[src/rtl/fetch_redirect_ctrl_if.sv]
// Signal bundle between the fetch redirect controller and the surrounding pipeline.
// The pipeline side is the master (drives hazard/branch info); the controller is the slave.
interface fetch_redirect_ctrl_if #(
    parameter int AW = 10,
    parameter int CW = 16
);
    logic [AW-1:0] pc_plus1;
    logic [5:0]    id_opcode;
    logic [AW-1:0] id_target;
    logic          id_pred_taken;
    logic [AW-1:0] id_pred_target;
    logic          id_jr;
    logic          jr_ready;
    logic [AW-1:0] jr_addr;
    logic          load_use_stall;
    logic          ex_branch;
    logic          ex_taken;
    logic          ex_pred_taken;
    logic [AW-1:0] ex_target;
    logic [AW-1:0] ex_pcplus1;

    logic [AW-1:0] next_pc;
    logic [2:0]    pc_sel;
    logic          pc_hold;
    logic          ifid_hold;
    logic          flush_ifid;
    logic          flush_idex;
    logic [1:0]    state;
    logic [CW-1:0] branch_cnt;
    logic [CW-1:0] mispredict_cnt;

    modport master (
        output pc_plus1, id_opcode, id_target, id_pred_taken, id_pred_target,
               id_jr, jr_ready, jr_addr, load_use_stall,
               ex_branch, ex_taken, ex_pred_taken, ex_target, ex_pcplus1,
        input  next_pc, pc_sel, pc_hold, ifid_hold, flush_ifid, flush_idex,
               state, branch_cnt, mispredict_cnt
    );

    modport slave (
        input  pc_plus1, id_opcode, id_target, id_pred_taken, id_pred_target,
               id_jr, jr_ready, jr_addr, load_use_stall,
               ex_branch, ex_taken, ex_pred_taken, ex_target, ex_pcplus1,
        output next_pc, pc_sel, pc_hold, ifid_hold, flush_ifid, flush_idex,
               state, branch_cnt, mispredict_cnt
    );
endinterface

[src/rtl/fetch_redirect_ctrl.sv]
// Fetch-stage next-PC selection with jr-wait / mispredict-recovery sequencing
// and saturating branch statistics.
module fetch_redirect_ctrl #(
    parameter int AW = 10,
    parameter int CW = 16
) (
    input logic                 clk,
    input logic                 rst,
    fetch_redirect_ctrl_if.slave bus
);

    typedef enum logic [1:0] {
        ST_IDLE    = 2'd0,
        ST_RUN     = 2'd1,
        ST_JR_WAIT = 2'd2,
        ST_RECOVER = 2'd3
    } state_e;

    typedef enum logic [2:0] {
        SEL_SEQ      = 3'd0,
        SEL_JUMP     = 3'd1,
        SEL_PRED_BR  = 3'd2,
        SEL_JR       = 3'd3,
        SEL_REC_FALL = 3'd4,
        SEL_REC_TGT  = 3'd5,
        SEL_HOLD     = 3'd6
    } pc_sel_e;

    state_e        state_q, state_d;
    logic [CW-1:0] branch_cnt_q, branch_cnt_d;
    logic [CW-1:0] mispredict_cnt_q, mispredict_cnt_d;

    logic          mispredict;
    logic          is_jump;
    logic          is_branch;
    logic          count_en;
    logic [AW-1:0] cur_pc;

    assign mispredict = bus.ex_branch & (bus.ex_taken != bus.ex_pred_taken);
    assign is_jump    = (bus.id_opcode == 6'h02) || (bus.id_opcode == 6'h03);
    assign is_branch  = (bus.id_opcode == 6'h04) || (bus.id_opcode == 6'h05);
    // Holding PC re-presents the current address, which wraps like the adder.
    assign cur_pc     = bus.pc_plus1 - AW'(1);
    // EX results are only meaningful while the pipe is flowing; RECOVER holds bubbles.
    assign count_en   = (state_q == ST_RUN) || (state_q == ST_JR_WAIT);

    // NOTE: every output gets a default first so no path through the case leaves a latch.
    always_comb begin
        bus.next_pc    = bus.pc_plus1;
        bus.pc_sel     = SEL_SEQ;
        bus.pc_hold    = 1'b0;
        bus.ifid_hold  = 1'b0;
        bus.flush_ifid = 1'b0;
        bus.flush_idex = 1'b0;
        state_d        = state_q;

        if (!rst) begin
            bus.next_pc    = '0;
            bus.pc_sel     = SEL_HOLD;
            bus.flush_ifid = 1'b1;
            bus.flush_idex = 1'b1;
            state_d        = ST_IDLE;
        end else begin
            unique case (state_q)
                ST_IDLE: begin
                    bus.next_pc    = '0;
                    bus.pc_sel     = SEL_HOLD;
                    bus.pc_hold    = 1'b1;
                    bus.flush_ifid = 1'b1;
                    state_d        = ST_RUN;
                end

                ST_RUN, ST_JR_WAIT: begin
                    state_d = ST_RUN;
                    if (mispredict) begin
                        bus.next_pc    = bus.ex_taken ? bus.ex_target : bus.ex_pcplus1;
                        bus.pc_sel     = bus.ex_taken ? SEL_REC_TGT : SEL_REC_FALL;
                        bus.flush_ifid = 1'b1;
                        bus.flush_idex = 1'b1;
                        state_d        = ST_RECOVER;
                    end else if (bus.id_jr || state_q == ST_JR_WAIT) begin
                        if (bus.jr_ready) begin
                            bus.next_pc    = bus.jr_addr;
                            bus.pc_sel     = SEL_JR;
                            bus.flush_ifid = 1'b1;
                        end else begin
                            bus.next_pc    = cur_pc;
                            bus.pc_sel     = SEL_HOLD;
                            bus.pc_hold    = 1'b1;
                            bus.ifid_hold  = 1'b1;
                            bus.flush_idex = 1'b1;
                            state_d        = ST_JR_WAIT;
                        end
                    end else if (bus.load_use_stall) begin
                        bus.next_pc    = cur_pc;
                        bus.pc_sel     = SEL_HOLD;
                        bus.pc_hold    = 1'b1;
                        bus.ifid_hold  = 1'b1;
                        bus.flush_idex = 1'b1;
                    end else if (is_jump) begin
                        bus.next_pc    = bus.id_target;
                        bus.pc_sel     = SEL_JUMP;
                        bus.flush_ifid = 1'b1;
                    end else if (is_branch && bus.id_pred_taken) begin
                        bus.next_pc    = bus.id_pred_target;
                        bus.pc_sel     = SEL_PRED_BR;
                        bus.flush_ifid = 1'b1;
                    end
                end

                ST_RECOVER: begin
                    state_d = ST_RUN;
                end
            endcase
        end
    end

    always_comb begin
        branch_cnt_d     = branch_cnt_q;
        mispredict_cnt_d = mispredict_cnt_q;
        if (count_en && bus.ex_branch && branch_cnt_q != '1)
            branch_cnt_d = branch_cnt_q + CW'(1);
        if (count_en && mispredict && mispredict_cnt_q != '1)
            mispredict_cnt_d = mispredict_cnt_q + CW'(1);
    end

    // NOTE: state registers use non-blocking assignment so all of them sample the same pre-edge values.
    always_ff @(posedge clk) begin
        if (!rst) begin
            state_q          <= ST_IDLE;
            branch_cnt_q     <= '0;
            mispredict_cnt_q <= '0;
        end else begin
            state_q          <= state_d;
            branch_cnt_q     <= branch_cnt_d;
            mispredict_cnt_q <= mispredict_cnt_d;
        end
    end

    assign bus.state          = state_q;
    assign bus.branch_cnt     = branch_cnt_q;
    assign bus.mispredict_cnt = mispredict_cnt_q;

endmodule

[src/flat_wrapper.sv]
// flat-port wrapper written by rule: the top's interface ports become plain ports
module fetch_redirect_ctrl_flat 
#(
    parameter int AW = 10,
    parameter int CW = 16
)
  (clk, rst, bus_pc_plus1, bus_id_opcode, bus_id_target, bus_id_pred_taken, bus_id_pred_target, bus_id_jr, bus_jr_ready, bus_jr_addr, bus_load_use_stall, bus_ex_branch, bus_ex_taken, bus_ex_pred_taken, bus_ex_target, bus_ex_pcplus1, bus_next_pc, bus_pc_sel, bus_pc_hold, bus_ifid_hold, bus_flush_ifid, bus_flush_idex, bus_state, bus_branch_cnt, bus_mispredict_cnt);
  fetch_redirect_ctrl_if #(.AW(AW), .CW(CW)) bus_i ();
  input logic clk;
  input logic rst;
  input wire logic [$bits(bus_i.pc_plus1)-1:0] bus_pc_plus1;
  input wire logic [$bits(bus_i.id_opcode)-1:0] bus_id_opcode;
  input wire logic [$bits(bus_i.id_target)-1:0] bus_id_target;
  input wire logic [$bits(bus_i.id_pred_taken)-1:0] bus_id_pred_taken;
  input wire logic [$bits(bus_i.id_pred_target)-1:0] bus_id_pred_target;
  input wire logic [$bits(bus_i.id_jr)-1:0] bus_id_jr;
  input wire logic [$bits(bus_i.jr_ready)-1:0] bus_jr_ready;
  input wire logic [$bits(bus_i.jr_addr)-1:0] bus_jr_addr;
  input wire logic [$bits(bus_i.load_use_stall)-1:0] bus_load_use_stall;
  input wire logic [$bits(bus_i.ex_branch)-1:0] bus_ex_branch;
  input wire logic [$bits(bus_i.ex_taken)-1:0] bus_ex_taken;
  input wire logic [$bits(bus_i.ex_pred_taken)-1:0] bus_ex_pred_taken;
  input wire logic [$bits(bus_i.ex_target)-1:0] bus_ex_target;
  input wire logic [$bits(bus_i.ex_pcplus1)-1:0] bus_ex_pcplus1;
  output wire logic [$bits(bus_i.next_pc)-1:0] bus_next_pc;
  output wire logic [$bits(bus_i.pc_sel)-1:0] bus_pc_sel;
  output wire logic [$bits(bus_i.pc_hold)-1:0] bus_pc_hold;
  output wire logic [$bits(bus_i.ifid_hold)-1:0] bus_ifid_hold;
  output wire logic [$bits(bus_i.flush_ifid)-1:0] bus_flush_ifid;
  output wire logic [$bits(bus_i.flush_idex)-1:0] bus_flush_idex;
  output wire logic [$bits(bus_i.state)-1:0] bus_state;
  output wire logic [$bits(bus_i.branch_cnt)-1:0] bus_branch_cnt;
  output wire logic [$bits(bus_i.mispredict_cnt)-1:0] bus_mispredict_cnt;
  assign bus_i.pc_plus1 = bus_pc_plus1;
  assign bus_i.id_opcode = bus_id_opcode;
  assign bus_i.id_target = bus_id_target;
  assign bus_i.id_pred_taken = bus_id_pred_taken;
  assign bus_i.id_pred_target = bus_id_pred_target;
  assign bus_i.id_jr = bus_id_jr;
  assign bus_i.jr_ready = bus_jr_ready;
  assign bus_i.jr_addr = bus_jr_addr;
  assign bus_i.load_use_stall = bus_load_use_stall;
  assign bus_i.ex_branch = bus_ex_branch;
  assign bus_i.ex_taken = bus_ex_taken;
  assign bus_i.ex_pred_taken = bus_ex_pred_taken;
  assign bus_i.ex_target = bus_ex_target;
  assign bus_i.ex_pcplus1 = bus_ex_pcplus1;
  assign bus_next_pc = bus_i.next_pc;
  assign bus_pc_sel = bus_i.pc_sel;
  assign bus_pc_hold = bus_i.pc_hold;
  assign bus_ifid_hold = bus_i.ifid_hold;
  assign bus_flush_ifid = bus_i.flush_ifid;
  assign bus_flush_idex = bus_i.flush_idex;
  assign bus_state = bus_i.state;
  assign bus_branch_cnt = bus_i.branch_cnt;
  assign bus_mispredict_cnt = bus_i.mispredict_cnt;
  fetch_redirect_ctrl #(.AW(AW), .CW(CW)) u_core (.clk(clk), .rst(rst), .bus(bus_i));
endmodule
[config.mk]
export PLATFORM = sky130hd
export DESIGN_NAME = fetch_redirect_ctrl_flat
export DESIGN_NICKNAME = d
export VERILOG_FILES = /design/src/rtl/fetch_redirect_ctrl_if.sv /design/src/rtl/fetch_redirect_ctrl.sv /design/src/flat_wrapper.sv
export SDC_FILE = /design/constraint.sdc
export NUM_CORES = 1
export LEC_CHECK = 0
export ABC_AREA = 0
export ABC_CLOCK_PERIOD_IN_PS = 2500
export BUFFER_PORTS_ARGS = -buffer_cell sky130_fd_sc_hd__buf_2
export CAP_MARGIN = 20
export CELL_PAD_IN_SITES_DETAIL_PLACEMENT = 2
export CELL_PAD_IN_SITES_GLOBAL_PLACEMENT = 2
export CORE_MARGIN = 2
export CORE_UTILIZATION = 25
export CTS_BUF_LIST = sky130_fd_sc_hd__clkbuf_4 sky130_fd_sc_hd__clkbuf_8
export CTS_CLUSTER_SIZE = 30
export DETAILED_ROUTE_END_ITERATION = 10
export PLACE_DENSITY = 0.86
export SYNTH_ARGS = -nofsm -noshare
export SYNTH_HDL_FRONTEND = slang
export SYNTH_SLANG_ARGS = --single-unit
[constraint.sdc]
create_clock -name clk -period 2.5 [get_ports clk]
set_clock_uncertainty 0.1 [all_clocks]
set_input_delay 0.5 -clock clk [delete_from_list [all_inputs] [get_ports clk]]
set_output_delay 0.5 -clock clk [all_outputs]
set_load 0.02 [all_outputs]
==> flow_summary_export.csv <==
group,metric,value,unit
critical_path,critical_path.max_fanout,5,
critical_path,cpMaxStageDelayCell,"or4_4",
placement,dp_slack,-372.2,ps
logic_synthesis,syn_inst,365,
drt,wl_per_cell,24.52,um
critical_path,critPathArrivalTime,2270,ps
timing,fin_setup_tns,-2541,ps
critical_path,rr_startpoint,"u_core.bus.state[1]",
drt,drc_errors,0,
final_layout,nets,624,
drt,via_count,3828,
logic_synthesis,ys_ff_latch,34,
logic_synthesis,synth_fp_nets,446,
final_layout,layout-drive-gt1-share,51.10,%
final_layout,seqCellArea,685.7,um2
critical_path,reg2reg_depth,7,
power_and_ir_drop,p_leak,0.001909,uW
placement,place_hpwl,10210,um
drt,drt_wl_total,16820,um
floorplan,dieHeight,108.1,um
logic_synthesis,avgSynthCellArea,7.425,um2
logic_synthesis,yosysWarnings,0,
grt,track_usage,24.98,%
logic_synthesis,synth_ff_type,"dfxtp_1",
timing,max_slew_margin,49.41,%
grt,grt_pass1_vias,4167,
timing,finalHoldViolations,0,
clock_tree,worst_skew_pair.late_latency,290,ps
floorplan,start_util,25.33,%
clock_tree,cts_htree_levels,2,
min_path,whs_path_depth,2,
clock_tree,cts_root_buf,"clkbuf_8",
critical_path,path_buf_inv,3,
power_and_ir_drop,peakVddDrop,0.2172,mV
min_path,min_to,"u_core.bus.branch_cnt[8]",
timing,finalCriticalPeriod,2870,ps
logic_synthesis,ys_seq_area_share,25.12,%
clock_tree,clk_path_buf_depth,2,
placement,io_buffers,124,
logic_synthesis,postSynth.asyncResetShare,0,%
min_path,hp-start,"u_core.bus.branch_cnt[8]",
timing,rsz0062_at_grt,"yes",
job,maxCapViolations,0,
timing,fmax,348.4,MHz
min_path,min_path_type,"reg -> reg",
logic_synthesis,synth-edff-count,0,
timing,maxSlewViolCount,0,
grt,grt_max_degree,35,
logic_synthesis,syn_area,0.002710,mm2
drt,vias_per_cell,5.580,
power_and_ir_drop,powerDensity,363.2,mW/mm2
timing,setup_viol_count_final,13,
clock_tree,tritoncts,"yes",
critical_path,cp_cell_sequence,"buf_8 > buf_4 > or4_4 > nor4_4 > xnor2_1 > a211oi_1 > o2bb2ai_1 > buf_4",
grt,grt-ovfl-total,0,
drt,dr.pass1.iters,4,
timing,timing.final.ws_setup,-370.5,ps
floorplan,dieArea,0.01169,mm2
logic_synthesis,ys_types,58,
run_status,outcome,"finished, violations left",
critical_path,critPathKind,"in -> out",
drt,antenna_left,0,
placement,place.gp.congestion,0.8790,
floorplan,die_x,108.1,um
critical_path,endpoint_kind,"output pin",
clock_tree,numCtsBuffers,5,
critical_path,critPathTopFamily,"simple AND/OR/NAND/NOR gates",
final_layout,multiInputGateArea,0.002402,mm2
timing,period_share,114.8,%
run_status,violations,"setup timing",
final_layout,final_util,43.70,%
grt,antenna_found_initial,2,
grt,grt_pass1_wl,22630,um
final_layout,area_delta_synth_final,72.48,%
critical_path,r2r_end,"u_core.bus.branch_cnt[14]",
critical_path,reg2reg_slack,310,ps
critical_path,start_kind,"input pin",
clock_tree,path_clk_slew,80,ps
drt,drt-initial-drc-count,168,
critical_path,cp.required,1900,ps
final_layout,fillers,1199,
floorplan,ioPinCount,126,
critical_path,cp_common_cell,"buf_4",
floorplan,core,0.01070,mm2
clock_tree,clock_sinks,34,
floorplan,num_rows,38,
timing,tightest_slew,752.6,ps
clock_tree,ctsHoldBuffers,0,
critical_path,cpPeakStageDelay,510,ps
cell families (layout without fill, tap and decap cells):
logic type,count (synthesis),count (layout),synth area share (%)
other cells,0,2,0
mux,9,9,3.324
compound gates,97,97,24.24
flops,34,34,25.12
fa+ha+maj,6,6,2.770
xor+xnor,27,27,9.003
buf+inv,30,209,4.663
simple gates,162,162,30.89
routing by layer:
layer / track usage, % / vias to the layer above / share of wire (%)
li1: - / 1716 / -
met1: 27.73 / 1883 / 37
met2: 46.18 / 172 / 53
met3: 4.762 / 57 / 4.6
met4: 10.71 / 0 / 4.7
met5: 0 / - / 0
layout by cell type, fill, tap and decap left out, drive strengths merged, types with 4 or more instances in the layout:
cell type	Yosys	final
a21oi	23	23
nor2	45	45
o21a	4	4
o32ai	4	4
nand2b	4	4
xor2	11	11
nand3	22	22
dfxtp	34	34
mux2i	9	9
nand4	9	9
o22ai	10	10
buf	6	190
inv	10	10
and4	5	5
and2	5	5
o2bb2ai	4	4
ha	6	6
or3	7	7
nor3	23	23
xnor2	16	16
o21ai	18	18
nand2	23	23
a211oi	5	5
nor4	5	5
clkbuf	13	6
timing repair:
| item | in CTS | in global routing |
|---|---|---|
| pin swaps | 22 | 21 |
| setup endpoints to repair | 16 | 16 |
| setup buffers | 9 | 6 |
| gates cloned | 0 | 1 |
| gates resized for setup | 101 | 36 |
Yosys cell counts, drive strengths merged, types with 2 or more instances:
cell | instances | area share, %
o2111ai | 2 | 0.65
o221ai | 2 | 0.65
inv | 10 | 1.4
buf | 6 | 1.3
a21oi | 23 | 4.7
a211o | 2 | 0.65
a22o | 2 | 0.65
o21ai | 18 | 3.3
a31oi | 3 | 0.69
a22oi | 2 | 0.55
clkbuf | 13 | 1.8
a311oi | 3 | 0.97
or2 | 2 | 0.46
o2bb2ai | 4 | 1.3
nor3b | 2 | 0.55
o21a | 4 | 1.1
and2 | 5 | 1.2
nand4 | 9 | 2.1
mux2i | 9 | 3.3
o22ai | 10 | 2.3
dfxtp | 34 | 25
and3 | 3 | 0.69
nor2b | 2 | 0.46
xor2 | 11 | 3.8
nand2 | 23 | 3.2
or3 | 7 | 1.6
or4 | 3 | 0.97
nor4 | 5 | 1.8
o32ai | 4 | 1.3
a211oi | 5 | 1.4
xnor2 | 16 | 5.2
ha | 6 | 2.8
nand3 | 22 | 4.1
and4 | 5 | 1.6
nor3 | 23 | 4.2
o211ai | 2 | 0.55
nor2 | 45 | 6.2
o31ai | 2 | 0.55
nand2b | 4 | 0.92
worst min-delay path: cells and delay by family (launching register included):
kind                   cells  cell delay (ps)
AO/OA/AOI/OAI              1               50
flip-flops                 1              350
buffers and inverters      1               60
state kept, by name, summed over array words and instances, names as in the netlist:
signal / count
u_core.bus.branch_cnt: 16
u_core.bus.mispredict_cnt: 16
u_core.bus.state: 2
per-stage QoR:
stage                     cells  area, um2  total power, uW  hold WS, ps
after global routing        685       4672             1762        454.2
final                       686       4674             1698        414.0
after global placement      660       3887             1035        390.9
after floorplan             365       2801            811.4        450.4
after detailed placement    660       3887             1058        400.6
after CTS                   677       4449             1613        415.4
cell type report:
class	count	area share, %
antenna	2	0.1071
tap	140	3.747
sequential	34	14.67
clock inverter	2	0.2677
clock buffer	6	1.767
multi-input combinational	301	51.39
inverter	11	1.097
timing repair buffer	190	26.95
worst max path at each step:
stage	from	to	slack (ps)	cells past startpoint
global placement	bus_id_opcode[3]	bus_pc_sel[0]	-250	7
global route	bus_pc_plus1[0]	bus_next_pc[7]	-420	8
finish	bus_pc_plus1[0]	bus_next_pc[7]	-370	8
detailed placement	bus_id_opcode[3]	bus_pc_sel[0]	-370	7
floorplan	bus_pc_plus1[0]	bus_next_pc[6]	-50	7
CTS	bus_pc_plus1[0]	bus_next_pc[8]	-230	8
report_power, final:
part,switching [uW],internal (uW)
combinational,387,305
clock,225,222
sequential,10.7,548
No activity file was read; power rests on OpenSTA's default activity.
